`src/rtl/mem_arb_pkg.sv`:
```
`default_nettype none
// ============================================================================
// Module      : mem_arb_pkg
// Description : Shared types and constants for the fetch/LSU RAM port arbiter.
// Revision    : 1.0 - initial release
// ============================================================================
package mem_arb_pkg;

    typedef enum logic [1:0] {
        IDLE = 2'd0,
        WAIT = 2'd1,
        DONE = 2'd2
    } state_t;

    typedef enum logic {
        OWN_FETCH = 1'b0,
        OWN_DATA  = 1'b1
    } owner_t;

    localparam logic [1:0] OPLEN_WORD = 2'b11;
    localparam int         DEF_ADDR_W = 25;
    localparam int         DEF_DATA_W = 32;

endpackage
`default_nettype wire

```
`src/rtl/mem_port_arbiter_rr_pick2.sv`:
```
`default_nettype none
// ============================================================================
// Module      : rr_pick2
// Description : Combinational 2-way round-robin picker (bit 0 fetch, bit 1 data).
// Revision    : 1.0 - initial release
// ============================================================================
module rr_pick2
    import mem_arb_pkg::*;
(
    input  logic [1:0] req,
    input  owner_t     last,
    output logic       gnt_valid,
    output owner_t     gnt_owner
);

    always_comb begin
        gnt_valid = |req;
        gnt_owner = OWN_FETCH;
        if (req == 2'b11) begin
            gnt_owner = (last == OWN_DATA) ? OWN_FETCH : OWN_DATA;
        end else if (req[1]) begin
            gnt_owner = OWN_DATA;
        end
    end

endmodule
`default_nettype wire

```
`src/rtl/mem_port_arbiter.sv`:
```
`default_nettype none
// ============================================================================
// Module      : mem_port_arbiter
// Description : Shares the single-ported internal RAM between instruction fetch
//               and load/store. Optional WAIT timeout via macro ARB_TIMEOUT_EN.
// Revision    : 1.0 - initial release
// ============================================================================
module mem_port_arbiter
    import mem_arb_pkg::*;
#(
    parameter int ADDR_W         = DEF_ADDR_W,
    parameter int DATA_W         = DEF_DATA_W,
    parameter int TIMEOUT_CYCLES = 16
) (
    input  logic              clk,
    input  logic              rst_n,
    input  logic              if_req,
    input  logic [ADDR_W-1:0] if_addr,
    output logic              if_valid,
    output logic [DATA_W-1:0] if_rdata,
    output logic              if_err,
    input  logic              d_req,
    input  logic [ADDR_W-1:0] d_addr,
    input  logic [1:0]        d_oplen,
    input  logic              d_we,
    input  logic [DATA_W-1:0] d_wdata,
    output logic              d_valid,
    output logic [DATA_W-1:0] d_rdata,
    output logic              d_err,
    output logic              mem_enable,
    output logic [ADDR_W-1:0] mem_addr,
    output logic [1:0]        mem_oplen,
    output logic              mem_we,
    output logic [DATA_W-1:0] mem_data,
    input  logic              mem_valid,
    input  logic [DATA_W-1:0] mem_result,
    output logic              busy
);

    state_t            r_state, w_nxt_state;
    owner_t            r_last_owner, w_nxt_last_owner;
    owner_t            w_gnt_owner;
    logic              w_gnt_valid;
    logic              w_timeout;

    logic              w_nxt_mem_enable, w_nxt_mem_we;
    logic [ADDR_W-1:0] w_nxt_mem_addr;
    logic [1:0]        w_nxt_mem_oplen;
    logic [DATA_W-1:0] w_nxt_mem_data;
    logic              w_nxt_if_valid, w_nxt_if_err, w_nxt_d_valid, w_nxt_d_err;
    logic [DATA_W-1:0] w_nxt_if_rdata, w_nxt_d_rdata;

    rr_pick2 u_pick (
        .req       ({d_req, if_req}),
        .last      (r_last_owner),
        .gnt_valid (w_gnt_valid),
        .gnt_owner (w_gnt_owner)
    );

`ifdef ARB_TIMEOUT_EN
    localparam int unsigned      c_CNT_W    = $clog2(TIMEOUT_CYCLES + 1);
    localparam logic [c_CNT_W-1:0] c_CNT_LAST = c_CNT_W'(TIMEOUT_CYCLES - 1);

    logic [c_CNT_W-1:0] r_wait_cnt;

    // Held at zero outside WAIT so every WAIT entry starts counting from 0.
    always_ff @(posedge clk or negedge rst_n) begin
        if (!rst_n) begin
            r_wait_cnt <= '0;
        end else if (r_state != WAIT) begin
            r_wait_cnt <= '0;
        end else begin
            r_wait_cnt <= r_wait_cnt + 1'b1;
        end
    end

    assign w_timeout = (r_state == WAIT) && (r_wait_cnt == c_CNT_LAST);
`else
    logic w_unused_timeout_cfg;
    assign w_unused_timeout_cfg = (TIMEOUT_CYCLES > 0);
    assign w_timeout            = 1'b0;
`endif

    always_comb begin
        w_nxt_state      = r_state;
        w_nxt_last_owner = r_last_owner;
        w_nxt_mem_enable = 1'b0;
        w_nxt_mem_addr   = mem_addr;
        w_nxt_mem_oplen  = mem_oplen;
        w_nxt_mem_we     = mem_we;
        w_nxt_mem_data   = mem_data;
        w_nxt_if_valid   = 1'b0;
        w_nxt_if_rdata   = if_rdata;
        w_nxt_if_err     = 1'b0;
        w_nxt_d_valid    = 1'b0;
        w_nxt_d_rdata    = d_rdata;
        w_nxt_d_err      = 1'b0;

        case (r_state)
            IDLE: begin
                if (w_gnt_valid) begin
                    w_nxt_state      = WAIT;
                    w_nxt_last_owner = w_gnt_owner;
                    w_nxt_mem_enable = 1'b1;
                    if (w_gnt_owner == OWN_FETCH) begin
                        w_nxt_mem_addr  = if_addr;
                        w_nxt_mem_oplen = OPLEN_WORD;
                        w_nxt_mem_we    = 1'b0;
                        w_nxt_mem_data  = '0;
                    end else begin
                        w_nxt_mem_addr  = d_addr;
                        w_nxt_mem_oplen = d_oplen;
                        w_nxt_mem_we    = d_we;
                        w_nxt_mem_data  = d_wdata;
                    end
                end
            end
            WAIT: begin
                // A real completion in the timeout cycle takes priority.
                if (mem_valid || w_timeout) begin
                    w_nxt_state = DONE;
                    if (r_last_owner == OWN_FETCH) begin
                        w_nxt_if_valid = 1'b1;
                        w_nxt_if_rdata = mem_valid ? mem_result : '0;
                        w_nxt_if_err   = !mem_valid;
                    end else begin
                        w_nxt_d_valid  = 1'b1;
                        w_nxt_d_rdata  = mem_valid ? mem_result : '0;
                        w_nxt_d_err    = !mem_valid;
                    end
                end
            end
            DONE:    w_nxt_state = IDLE;
            default: w_nxt_state = IDLE;
        endcase
    end

    always_ff @(posedge clk or negedge rst_n) begin
        if (!rst_n) begin
            r_state      <= IDLE;
            r_last_owner <= OWN_DATA;
            mem_enable   <= 1'b0;
            mem_addr     <= '0;
            mem_oplen    <= '0;
            mem_we       <= 1'b0;
            mem_data     <= '0;
            if_valid     <= 1'b0;
            if_rdata     <= '0;
            if_err       <= 1'b0;
            d_valid      <= 1'b0;
            d_rdata      <= '0;
            d_err        <= 1'b0;
            busy         <= 1'b0;
        end else begin
            r_state      <= w_nxt_state;
            r_last_owner <= w_nxt_last_owner;
            mem_enable   <= w_nxt_mem_enable;
            mem_addr     <= w_nxt_mem_addr;
            mem_oplen    <= w_nxt_mem_oplen;
            mem_we       <= w_nxt_mem_we;
            mem_data     <= w_nxt_mem_data;
            if_valid     <= w_nxt_if_valid;
            if_rdata     <= w_nxt_if_rdata;
            if_err       <= w_nxt_if_err;
            d_valid      <= w_nxt_d_valid;
            d_rdata      <= w_nxt_d_rdata;
            d_err        <= w_nxt_d_err;
            busy         <= (w_nxt_state != IDLE);
        end
    end

endmodule
`default_nettype wire
```
`config.mk`:
```
export PLATFORM = sky130hd
export DESIGN_NAME = mem_port_arbiter
export DESIGN_NICKNAME = d
export VERILOG_FILES = /design/src/rtl/mem_arb_pkg.sv /design/src/rtl/mem_port_arbiter_rr_pick2.sv /design/src/rtl/mem_port_arbiter.sv
export SDC_FILE = /design/constraint.sdc
export NUM_CORES = 1
export LEC_CHECK = 0
export CAP_MARGIN = 15
export CORE_MARGIN = 3
export CORE_UTILIZATION = 39
export CTS_BUF_LIST = sky130_fd_sc_hd__clkbuf_8
export DETAILED_ROUTE_END_ITERATION = 12
export GPL_TIMING_DRIVEN = 0
export PLACE_DENSITY_LB_ADDON = 0.3
export SYNTH_ARGS = -nofsm -noshare
export SYNTH_HDL_FRONTEND = slang
export SYNTH_HIERARCHICAL = 1
export SYNTH_SLANG_ARGS = --single-unit
```
`constraint.sdc`:
```
create_clock -name clk -period 1.5 [get_ports clk]
set_input_delay 0.225 -clock clk [delete_from_list [all_inputs] [get_ports clk]]
set_output_delay 0.225 -clock clk [all_outputs]
set_load 0.02 [all_outputs]
```
==> flow_summary.ini, run 1 <==
[floorplanning]
ios = 252
floorplan.initialDensity_pct = 40.3
die-area_um2 = 15900
core_area_um2 = 14000
fp-row-count = 43
die_h_um = 126
die_w_um = 126

[setup_path]
crit_required_ps = 1820
critPathLaunchType = register
setup.worst_path.start = r_last_owner
critPathMaxFanout = 10
cp-end-kind = register
path_class = register to register
r2r_start = r_last_owner
crit_arrival_ps = 1910

[logic_synthesis]
synth_area_um2 = 5630
postSynthAreaPerCell_um2 = 14.7
yosys_warnings = 6
syn_inst = 384
ys_seq_area_share_pct = 59.1
synth_cell_types = 21
ys_ff_latch = 133

[power_and_ir_drop]
totalPowerFinal_mw = 17.6
power.leakage_nw = 4.29
irDropWorstVdd_uv = 1130
power.density_nw_per_um2 = 1940

[grt]
grt_pass1_wl_um = 23500
grt_usage_pct = 18.7
grt_max_degree = 73
grt_pass1_vias = 4461
grt_remaining_overflow = 0
antenna_found_initial = 0

[sta]
hold_viol_final = 0
slew_violations = 0
timing.final.ws_setup_ps = -87.8
fmax_mhz = 630
post-route-period-util_pct = 106
period_needed_ps = 1590
finalSetupViolCount = 87
fin_skew_ps = 9.75
worst_pin_slew_ps = 580
relSlewSlack_pct = 61.3
rsz0062_at_grt = true

[clock_network]
htree_levels = 4
cts_buffers = 17
clkSlewWorstSetupHoldPaths_ps = 80
clock-sinks = 133
clock_tree.buffer_depth = 2
tritoncts = done
cts-root-buf = clkbuf_8
insertion_delay_ps = 430

[hold_path]
hp-class = input pin to asynchronous set/reset pin

[drt]
vias = 4037
postRouteAntennaNets = 0
route.detailed.drc = 0
viasPerCell = 4.63
drt_first_pass_iters = 4
wl_um = 14700
dr.first_iter.drc_count = 160
drt-wirelength-per-cell_um = 16.8

[final_layout]
drive_above_1_share_pct = 28.8
final_cell_mix = 131 x dfrtp_1, 130 x dlygate4sd2_1, 120 x clkdlybuf4s50_1
final_util_pct = 64.8
fillers = 1116
syn2layout_area_growth_pct = 61.0
fin_nets = 802
multi_input_area_um2 = 2020
antenna_cells = 0
register_area_um2 = 3330
layout_commonest_cell = dfrtp_1

[placement]
gp_congestion = 0.769
dpl.hpwl_um = 10500
port_buffers = 251

[status]
violations = setup timing
status = finished, violations left

[job]
max-cap-violations = 0
[where the power goes]
group          total, mW  switching (mW)  leakage, nW  internal (mW)
Combinational       8.41            4.23         2.48           4.18
Sequential          6.06           0.817         1.61           5.24
Clock               3.13            1.41        0.200           1.72
Total               17.6            6.45         4.29           11.1
[per-layer routing]
metal,part of all wire (%),global-route usage [%],vias to the layer above
li1,-,-,1882
met4,1.8,6.88,0
met2,53,33.1,136
met5,0,0,-
met3,6.6,6.06,21
met1,38,20.9,1998
[critical path: stages, from the launching register on]
cell and delay, ps:
dfstp_2 550, buf_6 100, and4bb_1 210, buf_6 150, buf_12 150, mux2_4 300
[path summary, 6_finish.rpt]
kind / end / slack, ps / depth (start not counted)
hold / removal: if_rdata[15] / 330 / 2
setup reg to reg: if_rdata[10] / -90 / 5
hold reg to reg: mem_addr[5] / 500 / 1
min in group clk: mem_data[13] / 340 / 3
setup / recovery: if_rdata[10] / -90 / 5
max in group asynchronous: r_last_owner / 380 / 3
[cell families after synthesis]
| family | count (synthesis) | synth area share (%) |
|---|---|---|
| mux | 150 | 31.2 |
| flops | 133 | 59.1 |
| buf+inv | 55 | 5.80 |
| compound gates | 1 | 0.133 |
| other cells | 1 | 0.0666 |
| simple gates | 44 | 3.71 |
[Yosys cell counts (all sizes together)]
library cell  instances  share of area, %
nand2b                2              0.22
nand2                34               2.3
or2                   1              0.11
mux2                117                25
conb                  1             0.067
dfrtp               132                59
nand4b                1              0.42
dfstp                 1              0.47
buf                  18               3.3
nor3b                 2              0.27
mux2i                33               5.9
a21boi                1              0.13
nor2                  3              0.20
clkbuf                3              0.20
and4bb                1              0.22
inv                  34               2.3
[layout make-up]
class,instances,area share [%]
inverter,34,1.41
sequential,133,36.7
clock buffer,19,2.88
timing repair buffer,276,29.5
tap,180,2.48
multi-input combinational,197,22.3
buffer,21,3.06
clock inverter,12,1.68
[registers in the layout, summed over array words and instances (netlist names)]
| name | count |
|---|---|
| r_state | 2 |
| if_valid | 1 |
| mem_data | 32 |
| if_rdata | 32 |
| mem_oplen | 2 |
| busy | 1 |
| if_err | 1 |
| mem_enable | 1 |
| d_valid | 1 |
| mem_we | 1 |
| d_err | 1 |
| mem_addr | 25 |
| r_last_owner | 1 |
| d_rdata | 32 |
[what timing repair did]
item | in CTS | in global routing
setup buffers | 11 | 7
cloned | 3 | 2
endpoints found under the setup margin | 215 | 101
endpoints found under the hold margin | 61 | 0
hold buffers | 1 | 0
pin swaps | 0 | 1
resized for setup | 157 | 12
[per-stage QoR]
step | setup slack (ps) | setup TNS [ps] | cells | hold slack, ps | cell area, um2
after global placement | -4870 | -678570 | 816 | 475 | 8380
after floorplan | -23.8 | -491 | 385 | -70.6 | 5640
after detailed placement | -452 | -35370 | 817 | 244 | 8410
after global routing | -119 | -7780 | 872 | 320 | 9070
final | -87.8 | -4250 | 872 | 326 | 9070
after CTS | -89.5 | -3480 | 863 | 313 | 8930
No activity file was read; power rests on OpenSTA's default activity.
==> run 2, diff against run 1 <==
--- a/config.mk
+++ b/config.mk
@@ -5,8 +5,8 @@
 export SDC_FILE = /design/constraint.sdc
 export NUM_CORES = 1
 export LEC_CHECK = 0
-export CAP_MARGIN = 15
-export CORE_MARGIN = 3
+export CAP_MARGIN = 30
+export CORE_MARGIN = 2
 export CORE_UTILIZATION = 39
 export CTS_BUF_LIST = sky130_fd_sc_hd__clkbuf_8
 export DETAILED_ROUTE_END_ITERATION = 12
==> run 2 against run 1 <==
Effect of this change:
- the flow still finishes with violations (setup timing)
- die area decreased by 3.1%
- combinational power decreased by 2.6%
- fmax increased by 0.71%
- design area decreased by 1.6%
- non-clock buffer count decreased by 14
- total power decreased by 0.60%
- critical path type unchanged
- largest power group unchanged
==> flow_summary.ini, run 2 (synthesized netlist as in run 1, its figures left out) <==
[sta]
fmax_mhz = 634
rsz0062_at_grt = true
timing.final.ws_setup_ps = -76.5
finalSetupViolCount = 56
slew_violations = 0
hold_viol_final = 0
relSlewSlack_pct = 59.9
worst_pin_slew_ps = 601
post-route-period-util_pct = 105
fin_skew_ps = 10.8
period_needed_ps = 1580

[setup_path]
critPathLaunchType = register
crit_top_cell = buf_6
path_class = register to register
critPathMaxFanout = 10
slowest_stage = dfstp_2
crit_required_ps = 1810
path_cells = buf_6, and4bb_1, buf_6, buf_12, mux2_4
crit_arrival_ps = 1890
cp-end-kind = register
max_stage_delay_ps = 550

[clock_network]
tritoncts = done
clock_tree.buffer_depth = 2
cts_buffers = 17
cts-root-buf = clkbuf_8
htree_levels = 4
clock-sinks = 133
clkSlewWorstSetupHoldPaths_ps = 80
insertion_delay_ps = 430

[status]
violations = setup timing
status = finished, violations left

[grt]
antenna_found_initial = 0
grt_usage_pct = 18.8
grt_pass1_vias = 4397
grt_max_degree = 69
grt_pass1_wl_um = 22000
grt_remaining_overflow = 0

[floorplanning]
core_area_um2 = 14000
floorplan.initialDensity_pct = 40.3
fp-row-count = 43
ios = 252
die_w_um = 124
die-area_um2 = 15400
die_h_um = 124

[power_and_ir_drop]
irDropWorstVdd_uv = 1140
power.leakage_nw = 4.23
totalPowerFinal_mw = 17.5
power.density_nw_per_um2 = 1960

[job]
max-cap-violations = 0

[drt]
wl_um = 14300
route.detailed.drc = 0
vias = 4003
viasPerCell = 4.66
drt_first_pass_iters = 4
dr.first_iter.drc_count = 121
drt-wirelength-per-cell_um = 16.6
postRouteAntennaNets = 0

[final_layout]
final_cell_mix = 131 x dfrtp_1, 130 x dlygate4sd2_1, 120 x clkdlybuf4s50_1
layout_commonest_cell = dfrtp_1
syn2layout_area_growth_pct = 58.4
fin_nets = 788
stdcell_area_um2 = 8920
largestRegisters = d_rdata (32), if_rdata (32), mem_data (32)
antenna_cells = 0
drive_above_1_share_pct = 27.1
final_util_pct = 63.8

[hold_path]
hp-class = input pin to register

[placement]
port_buffers = 251
dpl.hpwl_um = 10500
place_area_um2 = 8410
gp_congestion = 0.726
==> run 2: per-layer routing <==
| layer | wire, um | vias up | global-route usage, % |
|---|---|---|---|
| li1 | - | 1847 | - |
| met1 | 5320 | 1992 | 20.4 |
| met2 | 7670 | 138 | 33.8 |
| met3 | 959 | 26 | 6.23 |
| met4 | 347 | 0 | 7.51 |
| met5 | 0 | - | 0 |
==> run 2: final cells by class <==
type                       count  area [um2]
fill                        1103        5060
sequential                   133        3330
timing repair buffer         263        2520
multi-input combinational    197        2050
clock buffer                  18         248
buffer                        20         241
tap                          180         225
clock inverter                14         183
inverter                      34         128
==> run 2: repair_timing <==
| action | 4_1_cts | 5_1_grt |
|---|---|---|
| cloned | 1 | 1 |
| setup endpoints to repair | 215 | 89 |
| setup buffers | 8 | 0 |
| hold buffers | 1 | 0 |
| endpoints found under the hold margin | 65 | 0 |
| gates resized for setup | 149 | 20 |
==> run 2: worst max-delay path, delay by kind of cell, from the launching register on <==
family	cells	cell delay (ps)
and+or+nand+nor	1	210
DFF	1	550
muxes	1	300
buffers and inverters	3	400
==> run 2: final timing paths <==
kind	end	cells past startpoint	start	slack [ps]
max reg2reg	if_rdata[31]	5	r_last_owner	-80
max	if_rdata[31]	5	r_last_owner	-80
min in group asynchronous	mem_data[10]	2	rst_n	350
min	mem_data[31]	3	d_wdata[31]	340
max in group asynchronous	r_last_owner	3	rst_n	390
min reg2reg	d_rdata[8]	1	d_rdata[8]	490
==> run 2: per-stage QoR <==
step                std cells  hold WS, ps  worst slack (ps)  setup TNS (ps)
detailed placement        817          258              -473          -38080
finish                    859          345             -76.5           -2630
global placement          816          473             -4970         -691540
floorplan                 385        -70.6             -23.8            -491
CTS                       859          311             -90.0           -3490
global route              859          319             -95.0           -4100
==> run 2: where the power goes <==
group | switching (mW) | internal [mW] | leakage (nW)
sequential | 0.834 | 5.24 | 1.61
combinational | 4.17 | 4.02 | 2.40
clock | 1.39 | 1.84 | 0.218
total | 6.39 | 11.1 | 4.23
==> run 3, diff against run 2 <==
--- a/config.mk
+++ b/config.mk
@@ -12,6 +12,7 @@
 export DETAILED_ROUTE_END_ITERATION = 12
 export GPL_TIMING_DRIVEN = 0
 export PLACE_DENSITY_LB_ADDON = 0.3
+export SKIP_LAST_GASP = 1
 export SYNTH_ARGS = -nofsm -noshare
 export SYNTH_HDL_FRONTEND = slang
 export SYNTH_HIERARCHICAL = 1
==> run 3 against run 2 <==
Effect of this change:
- the run still ends with setup timing left
- clock skew up 1.7 ps
- clock power is essentially flat
- die area unchanged
- sequential share of layout area is essentially flat
- via count is 0.20% higher
- critical endpoint unchanged
- highest routed layer unchanged
==> flow_summary.ini, run 3 (synthesized netlist as in run 1, its figures left out) <==
[status]
status = finished, violations left
violations = setup timing

[setup_path]
max_stage_delay_ps = 550
crit_top_cell = buf_6
path_cells = buf_6, and4bb_1, buf_6, buf_12, mux2_4
critPathLaunchType = register
cp-end-kind = register
path_class = register to register
critPathMaxFanout = 10
crit_required_ps = 1810
slowest_stage = dfstp_2
crit_arrival_ps = 1890
rr_worst_depth = 5

[final_layout]
largestRegisters = d_rdata (32), if_rdata (32), mem_data (32)
drive_above_1_share_pct = 27.1
fillers = 1102
stdcell_area_um2 = 8920
layout_commonest_cell = dfrtp_1
syn2layout_area_growth_pct = 58.3
final_util_pct = 63.7
final_cell_mix = 131 x dfrtp_1, 130 x dlygate4sd2_1, 120 x clkdlybuf4s50_1
antenna_cells = 0
finalNonFillerCells = 859
fin_nets = 788

[grt]
grt_pass1_vias = 4387
grt_max_degree = 69
grt_remaining_overflow = 0
grt_usage_pct = 18.8
grt_pass1_wl_um = 22000
antenna_found_initial = 0

[floorplanning]
core_area_um2 = 14000
floorplan.initialDensity_pct = 40.3
ios = 252
die_h_um = 124
die_w_um = 124
fp-row-count = 43
die-area_um2 = 15400

[sta]
finalSetupViolCount = 56
timing.final.ws_setup_ps = -76.5
fin_skew_ps = 12.4
worst_pin_slew_ps = 601
fmax_mhz = 634
period_needed_ps = 1580
rsz0062_at_grt = true
slew_violations = 0
relSlewSlack_pct = 59.9
hold_viol_final = 0
post-route-period-util_pct = 105

[power_and_ir_drop]
power.leakage_nw = 4.22
pwr-share-comb_pct = 46.8
switchingPower_mw = 6.38
p_int_mw = 11.1
power.density_nw_per_um2 = 1960
clkPwrFrac_pct = 18.5
irDropWorstVdd_uv = 1140
p_seq_share_pct = 34.8
totalPowerFinal_mw = 17.5
netSwitchingFraction_pct = 36.5

[drt]
vias = 4011
dr.first_iter.drc_count = 117
drt_first_pass_iters = 4
wl_um = 14300
viasPerCell = 4.67
postRouteAntennaNets = 0
route.detailed.drc = 0
drt-wirelength-per-cell_um = 16.6

[placement]
pre_cts_ws_ps = -473
gp_congestion = 0.726
dpl.hpwl_um = 10500
place_area_um2 = 8410
dp.cells = 817
port_buffers = 251

[hold_path]
hp-class = input pin to asynchronous set/reset pin

[clock_network]
clock_tree.buffer_depth = 2
clock-sinks = 133
insertion_delay_ps = 430
clkSlewWorstSetupHoldPaths_ps = 70
cts_buffers = 17
cts-root-buf = clkbuf_8
htree_levels = 4
tritoncts = done

[job]
max-cap-violations = 0
[run 3: cell types whose count changed in the layout (fill, tap and decap cells not counted)]
cell and delta:
buf_6 +1, buf_8 -1, mux2_2 +1, mux2_4 -1
[run 3: critical path, delay by kind of cell, from the launching register on]
kind / cells / cell delay, ps
buffers and inverters: 3 / 400
DFF: 1 / 550
muxes: 1 / 300
and+or+nand+nor: 1 / 210
[run 3: power by group through the flow]
stage,Sequential [mW],Combinational [mW],Clock (mW)
final,6.07,8.17,3.23
after CTS,6.09,8.18,3.31
after detailed placement,6.22,9.05,0
after global routing,6.29,8.71,3.48
after global placement,6.12,8.90,0
after floorplan,8.15,2.65,0
[run 3: metrics by stage]
step                      TNS, ps  hold slack, ps
after global placement    -691540             473
final                       -2560             345
after CTS                   -3560             311
after floorplan              -491           -70.6
after detailed placement   -38080             258
after global routing        -4120             319
[run 3: layout make-up]
class                   instances  area, um2  share of cell area (%)
flip-flops and latches        133       3330                    37.4
repair buffers                263       2520                    28.3
multi-input cells             197       2040                    22.9
clock buffers                  18        248                    2.78
plain buffers                  20        238                    2.67
well taps                     180        225                    2.53
clock inverters                14        183                    2.05
inverters                      34        128                    1.43
[run 3: repair_timing]
action / CTS / global route
gates cloned: 1 / 1
endpoints found under the setup margin: 215 / 99
buffers inserted: 8 / 0
hold endpoints to repair: 65 / 0
gates resized for setup: 147 / 21
hold buffers: 1 / 0
[run 3: per-layer routing]
metal / routed length [um] / GRT usage (%)
met1: 5310 / 20.5
met2: 7670 / 33.6
met3: 962 / 6.23
met4: 335 / 7.51
met5: 0 / 0
[run 3: worst paths after layout]
| kind | startpoint | slack, ps | endpoint |
|---|---|---|---|
| min in group clk | d_wdata[31] | 350 | mem_data[31] |
| max in group asynchronous | rst_n | 390 | r_last_owner |
| min | rst_n | 350 | mem_data[10] |
| min reg2reg | d_rdata[8] | 490 | d_rdata[8] |
| max reg2reg | r_last_owner | -80 | if_rdata[31] |
| max | r_last_owner | -80 | if_rdata[31] |
